[config.mk]
export PLATFORM = sky130hd
export DESIGN_NAME = motor_tx_scheduler
export DESIGN_NICKNAME = d
export VERILOG_FILES = /design/src/rtl/motor_tx_pkg.sv /design/src/rtl/period_tick_gen.sv /design/src/rtl/motor_tx_scheduler.sv
export SDC_FILE = /design/constraint.sdc
export NUM_CORES = 1
export LEC_CHECK = 0
export CORE_MARGIN = 5
export CORE_UTILIZATION = 45
export CTS_BUF_LIST = sky130_fd_sc_hd__clkbuf_4
export DETAILED_ROUTE_END_ITERATION = 10
export PLACE_DENSITY_LB_ADDON = 0.15
export SLEW_MARGIN = 0
export SYNTH_ARGS = -nofsm -noshare
export SYNTH_HDL_FRONTEND = slang
export SYNTH_SLANG_ARGS = --single-unit
[constraint.sdc]
create_clock -name clk -period 3.3 [get_ports clk]
set_input_delay 0.66 -clock clk [delete_from_list [all_inputs] [get_ports clk]]
set_output_delay 0.66 -clock clk [all_outputs]
set_load 0.05 [all_outputs]
[src/rtl/motor_tx_pkg.sv]
// Shared definitions for the motor telemetry frame scheduler.
//   state_t           : scheduler FSM states
//   FRAME_LEN_BASE    : SYNC + four motor bytes
//   FRAME_LEN_CSUM    : SYNC + four motor bytes + checksum
//   SYNC_BYTE_DEFAULT : default frame marker byte
//   idx_t             : byte index within a frame
package motor_tx_pkg;

    typedef enum logic {
        IDLE = 1'b0,
        SEND = 1'b1
    } state_t;

    localparam int unsigned FRAME_LEN_BASE    = 5;
    localparam int unsigned FRAME_LEN_CSUM    = 6;
    localparam logic [7:0]  SYNC_BYTE_DEFAULT = 8'hA5;
    localparam int unsigned IDX_W             = 3;

    typedef logic [IDX_W-1:0] idx_t;

    function automatic int unsigned frame_len(input bit csum_en);
        return csum_en ? FRAME_LEN_CSUM : FRAME_LEN_BASE;
    endfunction

endpackage

[src/rtl/period_tick_gen.sv]
// Free-running period counter producing the frame start tick.
// Ports:
//   i_clk    : system clock
//   i_rst    : synchronous reset, active-high
//   i_enable : 1 lets the counter run, 0 holds it at 0 (no ticks)
//   o_tick   : combinational, high while count == PERIOD_CYCLES-1
module period_tick_gen #(
    parameter int unsigned PERIOD_CYCLES = 50000
) (
    input  logic i_clk,
    input  logic i_rst,
    input  logic i_enable,
    output logic o_tick
);

    localparam int unsigned CW = (PERIOD_CYCLES > 1) ? $clog2(PERIOD_CYCLES) : 1;
    localparam logic [CW-1:0] LAST = CW'(PERIOD_CYCLES - 1);

    logic [CW-1:0] r_count;

    assign o_tick = i_enable && (r_count == LAST);

    always_ff @(posedge i_clk) begin
        if (i_rst) begin
            r_count <= '0;
        end else if (!i_enable || o_tick) begin
            r_count <= '0;
        end else begin
            r_count <= r_count + CW'(1);
        end
    end

endmodule

[src/rtl/motor_tx_scheduler.sv]
// Periodic telemetry framer: SYNC, motor1..motor4 [, checksum] sent to the
// UART over a valid/ready byte handshake. Motor bytes are snapshotted at
// frame start so a frame never mixes old and new values.
// Optional feature macro: MOTOR_TX_CHECKSUM_EN appends (m1+m2+m3+m4) mod 256.
// Ports:
//   clk, rst        : clock, synchronous active-high reset
//   enable          : runs the period counter
//   motor1..motor4  : live motor bytes
//   tx_ready        : UART accepts a byte this cycle
//   tx_valid/tx_data: byte offered to the UART
//   busy            : frame in progress
//   frame_done      : one-cycle pulse after the last byte is accepted
//   overrun         : sticky, a tick arrived while busy
module motor_tx_scheduler
    import motor_tx_pkg::*;
#(
    parameter int unsigned PERIOD_CYCLES = 50000,
    parameter logic [7:0]  SYNC_BYTE     = SYNC_BYTE_DEFAULT
) (
    input  logic       clk,
    input  logic       rst,
    input  logic       enable,
    input  logic [7:0] motor1,
    input  logic [7:0] motor2,
    input  logic [7:0] motor3,
    input  logic [7:0] motor4,
    input  logic       tx_ready,
    output logic       tx_valid,
    output logic [7:0] tx_data,
    output logic       busy,
    output logic       frame_done,
    output logic       overrun
);

`ifdef MOTOR_TX_CHECKSUM_EN
    localparam bit CSUM_EN = 1'b1;
`else
    localparam bit CSUM_EN = 1'b0;
`endif
    localparam idx_t LAST_IDX = idx_t'(frame_len(CSUM_EN) - 1);

    state_t          r_state;
    idx_t            r_idx;
    logic [7:0]      r_data;
    logic            r_valid;
    logic            r_busy;
    logic            r_done;
    logic            r_overrun;
    logic [3:0][7:0] r_snap;

    state_t     w_state_n;
    idx_t       w_idx_n;
    logic [7:0] w_data_n;
    logic       w_valid_n;
    logic       w_busy_n;
    logic       w_done_n;
    logic       w_overrun_n;
    logic       w_capture;
    logic       w_tick;
    logic       w_accept;
    idx_t       w_next_idx;
    logic [7:0] w_next_byte;

    period_tick_gen #(
        .PERIOD_CYCLES(PERIOD_CYCLES)
    ) u_tick (
        .i_clk   (clk),
        .i_rst   (rst),
        .i_enable(enable),
        .o_tick  (w_tick)
    );

`ifdef MOTOR_TX_CHECKSUM_EN
    logic [7:0] w_csum;
    assign w_csum = r_snap[0] + r_snap[1] + r_snap[2] + r_snap[3];
`endif

    assign w_accept = r_valid && tx_ready;

    // Byte that follows the current one; always sourced from the snapshot.
    always_comb begin
        w_next_idx  = r_idx + idx_t'(1);
        w_next_byte = '0;
        case (w_next_idx)
            idx_t'(1): w_next_byte = r_snap[0];
            idx_t'(2): w_next_byte = r_snap[1];
            idx_t'(3): w_next_byte = r_snap[2];
            idx_t'(4): w_next_byte = r_snap[3];
`ifdef MOTOR_TX_CHECKSUM_EN
            idx_t'(5): w_next_byte = w_csum;
`endif
            default:   w_next_byte = '0;
        endcase
    end

    always_comb begin
        w_state_n   = r_state;
        w_idx_n     = r_idx;
        w_data_n    = r_data;
        w_valid_n   = r_valid;
        w_busy_n    = r_busy;
        w_done_n    = 1'b0;
        w_capture   = 1'b0;
        // busy is still 1 on the edge accepting the last byte, so a tick on
        // that edge also counts as an overrun.
        w_overrun_n = r_overrun | (w_tick & r_busy);

        case (r_state)
            IDLE: begin
                if (w_tick) begin
                    w_capture = 1'b1;
                    w_data_n  = SYNC_BYTE;
                    w_valid_n = 1'b1;
                    w_busy_n  = 1'b1;
                    w_idx_n   = '0;
                    w_state_n = SEND;
                end
            end
            SEND: begin
                if (w_accept) begin
                    if (r_idx == LAST_IDX) begin
                        w_valid_n = 1'b0;
                        w_data_n  = '0;
                        w_busy_n  = 1'b0;
                        w_done_n  = 1'b1;
                        w_idx_n   = '0;
                        w_state_n = IDLE;
                    end else begin
                        w_idx_n  = w_next_idx;
                        w_data_n = w_next_byte;
                    end
                end
            end
        endcase
    end

    always_ff @(posedge clk) begin
        if (rst) begin
            r_state   <= IDLE;
            r_idx     <= '0;
            r_data    <= '0;
            r_valid   <= 1'b0;
            r_busy    <= 1'b0;
            r_done    <= 1'b0;
            r_overrun <= 1'b0;
            r_snap    <= '0;
        end else begin
            r_state   <= w_state_n;
            r_idx     <= w_idx_n;
            r_data    <= w_data_n;
            r_valid   <= w_valid_n;
            r_busy    <= w_busy_n;
            r_done    <= w_done_n;
            r_overrun <= w_overrun_n;
            if (w_capture) begin
                r_snap <= {motor4, motor3, motor2, motor1};
            end
        end
    end

    assign tx_valid   = r_valid;
    assign tx_data    = r_data;
    assign busy       = r_busy;
    assign frame_done = r_done;
    assign overrun    = r_overrun;

endmodule

==> results of run 1 <==
[sequential cells by signal, summed over array words and instances, names as in the netlist]
register / flops
u_tick.r_count: 16
r_snap: 32
r_state: 1
tx_data: 8
frame_done: 1
overrun: 1
r_idx: 3
busy: 1
[worst paths after layout]
kind                            depth (start not counted)              start  slack [ns]                 to
worst max-delay path                                    1               busy        0.97               busy
worst min register to register                          1  u_tick.r_count[0]        0.47  u_tick.r_count[0]
worst max register to register                          5           r_idx[0]        1.17         tx_data[7]
worst min-delay path                                    1  u_tick.r_count[0]        0.47  u_tick.r_count[0]
[area by class of cell]
| cell class | count | area, um2 | area share (%) |
|---|---|---|---|
| inverters | 6 | 22.5 | 0.654 |
| well taps | 77 | 96.3 | 2.80 |
| flip-flops and latches | 63 | 1260 | 36.6 |
| repair buffers | 52 | 508 | 14.8 |
| multi-input cells | 232 | 1420 | 41.4 |
| clock buffers | 11 | 82.6 | 2.40 |
| clock inverters | 4 | 47.5 | 1.38 |
[metrics by stage]
step | area (um2) | util, % | hold WS (ns)
after floorplan | 2850 | - | 0.426
after global placement | 3310 | 53.1 | 0.446
after detailed placement | 3310 | 53.1 | 0.454
after CTS | 3440 | 55.2 | 0.475
after global routing | 3440 | 55.2 | 0.501
final | 3440 | 55.2 | 0.470
[cells by family after synthesis]
logic type,count (synthesis),synth area share (%)
and+or+nand+nor,108,20.5
AOI/OAI and AO/OA,106,22.8
DFF,63,44.2
buffers and inverters,36,5.79
xor gates and xnor gates,12,3.95
adders and majority gates,6,2.63
[power by group through the flow]
stage	Combinational (mW)	Sequential [mW]	Clock [mW]
3_3_place_gp	0.0610	0.779	0
2_1_floorplan	0.0135	0.779	0
3_5_place_dp	0.0603	0.780	0
5_1_grt	0.0641	0.763	0.552
6_report	0.0606	0.762	0.508
4_1_cts	0.0607	0.762	0.525
[layer usage]
layer  GRT usage (%)  vias to the layer above  wire [um]  part of all wire [%]
met5               0                        -          0                     0
met4            7.44                        0         70                   1.0
met3            3.56                        7        394                   5.7
met2            26.5                       61       3090                    45
met1            25.9                     1203       3390                    49
li1                -                     1277          -                     -
[cells in the mapped netlist]
cell       number  area share (%)
dfxtp_1        63              44
nand2_2         1            0.22
a2111oi_4       1            0.97
o31ai_1         1            0.26
o211ai_1        1            0.26
buf_4           5             1.3
nand4_1         4            0.88
nand3b_1        2            0.53
or3_1           2            0.44
and3_1          8             1.8
xor2_1          9             2.8
buf_2           8             1.4
a221oi_1        4             1.2
a311oi_1        1            0.31
nand3_1        40             7.0
o21ai_2         1            0.31
o22ai_1         9             2.0
clkinv_1        1            0.13
nand2b_1        5             1.1
nand2_1         6            0.79
xnor2_1         2            0.61
nor2_1         28             3.7
ha_1            6             2.6
nor2_2          1            0.22
o21ai_0        34             6.0
a222oi_1        8             2.8
a21oi_1        39             6.8
and4_1          5             1.5
nor3_1          1            0.18
a221oi_2        1            0.53
and4bb_2        2            0.88
a31oi_1         5             1.1
nor4b_4         1            0.83
xor2_2          1            0.57
nor2b_1         1            0.22
a21boi_0        1            0.26
clkbuf_1       16             2.1
inv_1           5            0.66
clkbuf_2        1            0.18
or4_1           1            0.26
==> flow_summary.toml, run 1 <==
[synth]
syn_nets = 373
synth_warnings = 0
syn_avg_cell_area_um2 = 8.61
syn-cell-area_um2 = 2850
ys_types = 40
syn_inst = 331
ys_ff_latch = 63
yosysSeqAreaShare_pct = 44.2

[cells_and_area]
drive_above_1_share_pct = 7.88
stdcell_count = 445
area_delta_synth_final_pct = 20.8
layout_common_cells = "63 x dfxtp_1, 47 x clkdlybuf4s50_1, 40 x nand3_1, 39 x a21oi_1, 34 x o21ai_0"
fin_nets = 406
final_common_cell = "dfxtp_1"
fillCellCount = 612
diodes = 0

[critical_path]
cpMaxStageDelayCell = "clkdlybuf4s50_1"
crit_fanout = 6
cp_cell_sequence = "clkdlybuf4s50_1"
worst_path_largest_cell_delay_ns = 0.85
cp.arrival_ns = 1.67
criticalPathCategory = "reg -> out"
crit_required_ns = 2.64
startpoint_type = "register"
endpoint_kind = "output pin"
worst-path-buf-inv = 1
crit_family = "buffers and inverters"

[detailed_routing]
dr.pass1.iters = 6
routed_wirelength_um = 6940
wl_per_cell_um = 15.6
drt_iter0_markers = 193
ant_nets = 0
via_count = 2548
vias_per_cell = 5.73
drcViolationCount = 0

[timing]
rsz0062_at_grt = "false"
finalHoldViolCount = 0
finalCriticalPeriod_ns = 2.33
finalSetupViolCount = 0
fin_ws_ns = 0.966
drv_slew = 0
relSlewSlack_pct = 58.7
clock_skew_ns = 0.0145
tns_ns = 0
finalCritPeriodShare_pct = 70.7
clock.fmax_ghz = 0.428
max_slew.worst_pin.slew_ns = 0.617

[clock_tree]
holdBufCountCts = 0
cts_max_path_buffers = 2
clock-sinks = 63
htree_levels = 3
cts_buffers = 9
post_cts_buffers = 0
post_cts_resized = 0
insertion_delay_ns = 0.39
clk_pin_slew_ns = 0.10
cts_tree = "done"
cts-root-buf = "clkbuf_4"

[power]
internal-power_mw = 1.04
switching_share_pct = 21.6
finalPower_mw = 1.33
power_frac_seq_pct = 57.3
power_switching_mw = 0.288
power.leakage_nw = 1.14
clkPwrFrac_pct = 38.2
power_frac_comb_pct = 4.6
power.density_nw_per_um2 = 387
worst_ir_drop_vdd_mv = 0.275

[flow_run]
maxCapViolCount = 0

[floorplan]
die_h_um = 89.6
rows = 29
die_x_um = 89.6
initial_utilization_pct = 45.7
core_um2 = 6240
ios = 48
die_area_um2 = 8030

[place]
place.gp.congestion = 0.793
dpl_worst_slack_ns = 1.01
numPortBuffers = 47
dp_hpwl_um = 4620
place_inst = 430

[grt]
grt_max_degree = 48
grt_pass1_vias = 2385
grt.total_usage_pct = 18.1
overflow = 0
antenna_found_initial = 0
grt_pass1_wl_um = 11300

[hold_path]
hold_path_class = "reg -> reg"

[status]
status = "completed"
Power figures use the tool's default switching activity.
==> run 2: changes to the inputs <==
==> constraint.sdc (replaced) <==
create_clock -name clk -period 2.15 [get_ports clk]
set_input_delay 0.43 -clock clk [delete_from_list [all_inputs] [get_ports clk]]
set_output_delay 0.43 -clock clk [all_outputs]
set_load 0.05 [all_outputs]
==> run 2 against run 1 <==
Net effect:
- clock power increased by 51%
- global-route usage increased by 0.29 points
- final area increased by 2.8%
- critical endpoint is now tx_data[7]
- combinational power increased by 58%
- highest routed layer unchanged
- routed wire length increased by 0.29%
==> flow_summary.toml, run 2 (synthesis gave the netlist of run 1 again) <==
[floorplan]
die_h_um = 89.6
core_um2 = 6240
initial_utilization_pct = 45.7
die_area_um2 = 8030
ios = 48
die_x_um = 89.6
rows = 29

[grt]
grt_pass1_wl_um = 11300
antenna_found_initial = 0
grt_max_degree = 36
grt_pass1_vias = 2349
grt.total_usage_pct = 18.4
overflow = 0

[place]
place.gp.congestion = 0.826
placed_cell_area_um2 = 3410
dpl_worst_slack_ns = 0.170
dp_hpwl_um = 4820
numPortBuffers = 47

[timing]
finalSetupViolCount = 0
max_slew.worst_pin.slew_ns = 0.506
relSlewSlack_pct = 66.2
finalHoldViolCount = 0
finalCriticalPeriod_ns = 2.01
drv_slew = 0
tns_ns = 0
fin_ws_ns = 0.144
clock_skew_ns = 0.0117
finalCritPeriodShare_pct = 93.3
clock.fmax_ghz = 0.499
rsz0062_at_grt = "false"

[power]
power.density_nw_per_um2 = 574
finalPower_mw = 2.03
power_frac_comb_pct = 4.7
power.leakage_nw = 1.23
internal-power_mw = 1.59
power_switching_mw = 0.444
clkPwrFrac_pct = 37.7
power_frac_seq_pct = 57.6
worst_ir_drop_vdd_mv = 0.324
switching_share_pct = 21.9

[critical_path]
cpMaxStageDelayCell = "clkdlybuf4s50_1"
criticalPathCategory = "reg -> out"
cp_cell_sequence = "clkdlybuf4s50_1"
startpoint_type = "register"
crit_family = "buffers and inverters"
crit_required_ns = 1.72
worstSetupStartpoint = "tx_data[7]"
r2r-start = "r_idx[0]"
cp.arrival_ns = 1.58
worst_path_largest_cell_delay_ns = 0.81
crit_fanout = 2
worst-path-buf-inv = 1
endpoint_kind = "output pin"

[clock_tree]
clock-sinks = 63
cts_max_path_buffers = 2
insertion_delay_ns = 0.40
htree_levels = 3
clk_pin_slew_ns = 0.10
cts-root-buf = "clkbuf_4"
cts_buffers = 9
cts_tree = "done"
post_cts_buffers = 0

[detailed_routing]
vias_per_cell = 5.65
wl_per_cell_um = 15.2
via_count = 2582
top_layer = "met4"
met1_length_um = 3260
drcViolationCount = 0
wl_met3_um = 536
wl_met2_um = 3050
dr.pass1.iters = 6
routed_wirelength_um = 6960
drt_iter0_markers = 282
ant_nets = 0

[cells_and_area]
stdcell_area_um2 = 3540
final_common_cell = "dfxtp_1"
fillCellCount = 593
area_delta_synth_final_pct = 24.1
diodes = 0
multi_input_area_um2 = 1420
seqCellArea_um2 = 1260
largest_register = "r_snap"
largest_register_ffs = 32
fin_nets = 417
drive_above_1_share_pct = 10.0
layout_common_cells = "63 x dfxtp_1, 45 x clkdlybuf4s50_1, 40 x nand3_1, 39 x a21oi_1, 34 x o21ai_0"

[status]
status = "completed"

[hold_path]
hold_path_class = "reg -> reg"
min_from = "r_snap[23]"

[flow_run]
maxCapViolCount = 0
==> run 2: cell count changes in the layout (fill, tap and decap cells not counted) <==
cell,delta
buf_12,+1
dlymetal6s2s_1,+2
clkinv_1,+3
clkinvlp_4,-1
clkdlybuf4s50_1,-2
buf_4,+10
clkbuf_4,-1
==> run 2: final timing paths <==
check | slack (ns) | end | cells after the start
worst max-delay path | 0.14 | tx_data[7] | 1
worst min register to register | 0.48 | r_snap[23] | 2
worst max register to register | 0.25 | tx_data[1] | 7
worst min-delay path | 0.48 | r_snap[23] | 2
==> run 2: power groups by stage <==
stage	registers [mW]	logic (mW)	clock network, mW
final	1.17	0.0955	0.765
after global routing	1.17	0.103	0.844
after CTS	1.17	0.0962	0.787
after detailed placement	1.20	0.0955	0
after global placement	1.20	0.0952	0
after floorplan	1.20	0.0208	0
==> run 2: layout make-up <==
| cell class | instances | area share [%] |
|---|---|---|
| Tap cell | 77 | 2.72 |
| Multi-Input combinational cell | 232 | 40.2 |
| Clock buffer | 10 | 2.12 |
| Inverter | 6 | 0.636 |
| Clock inverter | 6 | 1.45 |
| Sequential cell | 63 | 35.6 |
| Timing Repair Buffer | 63 | 17.2 |
==> run 2: what timing repair did <==
action                                  4_1_cts  5_1_grt
endpoints found under the setup margin        0        2
hold buffers                                  0        0
resized for setup                             0        2
==> run 2: through the flow <==
step                      utilization (%)  hold WS [ns]  instances
after detailed placement             54.6         0.455        441
after global routing                 56.7         0.500        457
after CTS                            56.6         0.477        457
after floorplan                         -         0.426        331
after global placement               54.6         0.446        441
final                                56.7         0.478        457
==> run 2: layer usage <==
layer | vias up | track usage [%]
met3 | 10 | 4.29
met4 | 0 | 7.58
met5 | - | 0
met1 | 1192 | 26.6
li1 | 1296 | -
met2 | 84 | 26.1
==> run 3: changes to the inputs <==
--- a/config.mk
+++ b/config.mk
@@ -10,6 +10,7 @@
 export CTS_BUF_LIST = sky130_fd_sc_hd__clkbuf_4
 export DETAILED_ROUTE_END_ITERATION = 10
 export PLACE_DENSITY_LB_ADDON = 0.15
+export REMOVE_ABC_BUFFERS = 1
 export SLEW_MARGIN = 0
 export SYNTH_ARGS = -nofsm -noshare
 export SYNTH_HDL_FRONTEND = slang
==> run 3 against run 2 <==
Net effect:
- final area up 0.28%
- combinational power about the same
- non-clock buffer count down 2
- fmax down 3.7%
- clock skew down 0.0013 ns
- die area unchanged
- first-iteration DRC count down 47%
- clock-buffer cell count down 1
- critical endpoint is now busy
- highest routed layer unchanged
==> flow_summary.toml, run 3 (synthesis gave the netlist of run 1 again) <==
[status]
status = "completed"

[clock_tree]
post_cts_resized = 0
holdBufCountCts = 0
clk_pin_slew_ns = 0.10
post_cts_buffers = 0
cts_buffers = 9
htree_levels = 3
insertion_delay_ns = 0.40
clock-sinks = 63
cts_tree = "done"
cts_max_path_buffers = 2
cts-root-buf = "clkbuf_4"

[cells_and_area]
drive_above_1_share_pct = 9.28
largest_register_ffs = 32
stdcell_area_um2 = 3550
largest_register = "r_snap"
stdcell_count = 454
layout_common_cells = "63 x dfxtp_1, 47 x clkdlybuf4s50_1, 40 x nand3_1, 39 x a21oi_1, 34 x o21ai_0"
final_core_util_pct = 56.9
fillCellCount = 613
diodes = 0
final_common_cell = "dfxtp_1"
area_delta_synth_final_pct = 24.5
fin_nets = 415

[detailed_routing]
ant_nets = 0
routed_wirelength_um = 6850
wl_per_cell_um = 15.1
vias_per_cell = 5.65
dr.pass1.iters = 5
drcViolationCount = 0
via_count = 2566
drt_iter0_markers = 150

[critical_path]
cp_cell_sequence = "clkdlybuf4s50_1"
crit_family = "buffers and inverters"
crit_fanout = 6
r2r-start = "r_idx[0]"
worst-path-buf-inv = 1
rrSetupSlack_ns = 0.25
worst_path_largest_cell_delay_ns = 0.83
ff2ff_path_depth = 6
crit_required_ns = 1.72
startpoint_type = "register"
criticalPathCategory = "reg -> out"
cp.arrival_ns = 1.65
reg2reg_to = "tx_data[6]"
endpoint_kind = "output pin"
cpMaxStageDelayCell = "clkdlybuf4s50_1"

[grt]
grt_max_degree = 36
grt_pass1_vias = 2445
grt.total_usage_pct = 18.1
overflow = 0
grt_pass1_wl_um = 11200
antenna_found_initial = 0

[timing]
finalHoldViolCount = 0
clock_skew_ns = 0.0103
whs_ns = 0.473
relSlewSlack_pct = 66.1
max_slew.worst_pin.slew_ns = 0.507
finalSetupViolCount = 0
drv_slew = 0
tns_ns = 0
clock.fmax_ghz = 0.480
finalCritPeriodShare_pct = 96.9
rsz0062_at_grt = "false"
finalCriticalPeriod_ns = 2.08

[floorplan]
core_um2 = 6240
initial_utilization_pct = 45.7
rows = 29
die_h_um = 89.6
die_area_um2 = 8030
die_x_um = 89.6
ios = 48

[place]
place.gp.congestion = 0.758
numPortBuffers = 47
dp_hpwl_um = 4630
place_inst = 439
placed_cell_area_um2 = 3400

[power]
clkPwrFrac_pct = 40.7
power_switching_mw = 0.446
power_frac_comb_pct = 4.5
power_frac_seq_pct = 54.9
power.leakage_nw = 1.20
switching_share_pct = 20.9
internal-power_mw = 1.69
worst_ir_drop_vdd_mv = 0.368
power.density_nw_per_um2 = 601

[hold_path]
hold_path_class = "reg -> reg"
min_to = "u_tick.r_count[0]"
min_from = "u_tick.r_count[0]"
hold_path_depth = 1

[flow_run]
maxCapViolCount = 0
## run 3: worst max path at each step
stage	from	end	depth (start not counted)
2_1_floorplan	r_state	tx_data[0]	3
3_3_place_gp	enable	r_idx[2]	6
3_5_place_dp	enable	r_idx[2]	6
4_1_cts	busy	tx_valid	1
5_1_grt	busy	busy	1
6_report	busy	busy	1
## run 3: power by group through the flow
stage,registers (mW),clock network [mW],logic [mW]
4_1_cts,1.17,0.890,0.0960
2_1_floorplan,1.20,0,0.00941
5_1_grt,1.17,0.934,0.102
3_5_place_dp,1.20,0,0.0950
6_report,1.17,0.867,0.0953
3_3_place_gp,1.20,0,0.0950
## run 3: area by class of cell
class                      count  area (um2)  area share (%)
multi-input combinational    232        1420            40.1
sequential                    63        1260            35.5
timing repair buffer          61         601            16.9
tap                           77        96.3            2.72
clock inverter                 6        76.3            2.15
clock buffer                   9        67.6            1.90
inverter                       6        22.5           0.635
## run 3: layer usage
layer	track usage, %	wire [um]	vias to the layer above
met5	0	0	-
met4	7.71	72	0
met3	3.47	438	8
met2	29.3	3240	68
met1	23.6	3100	1193
li1	-	-	1297
## run 3: per-stage QoR
| step | setup WS [ns] | power (mW) |
|---|---|---|
| detailed placement | 0.101 | 1.29 |
| CTS | 0.0500 | 2.16 |
| finish | 0.0675 | 2.13 |
| floorplan | 0.119 | 1.21 |
| global placement | 0.163 | 1.29 |
| global route | 0.00619 | 2.21 |
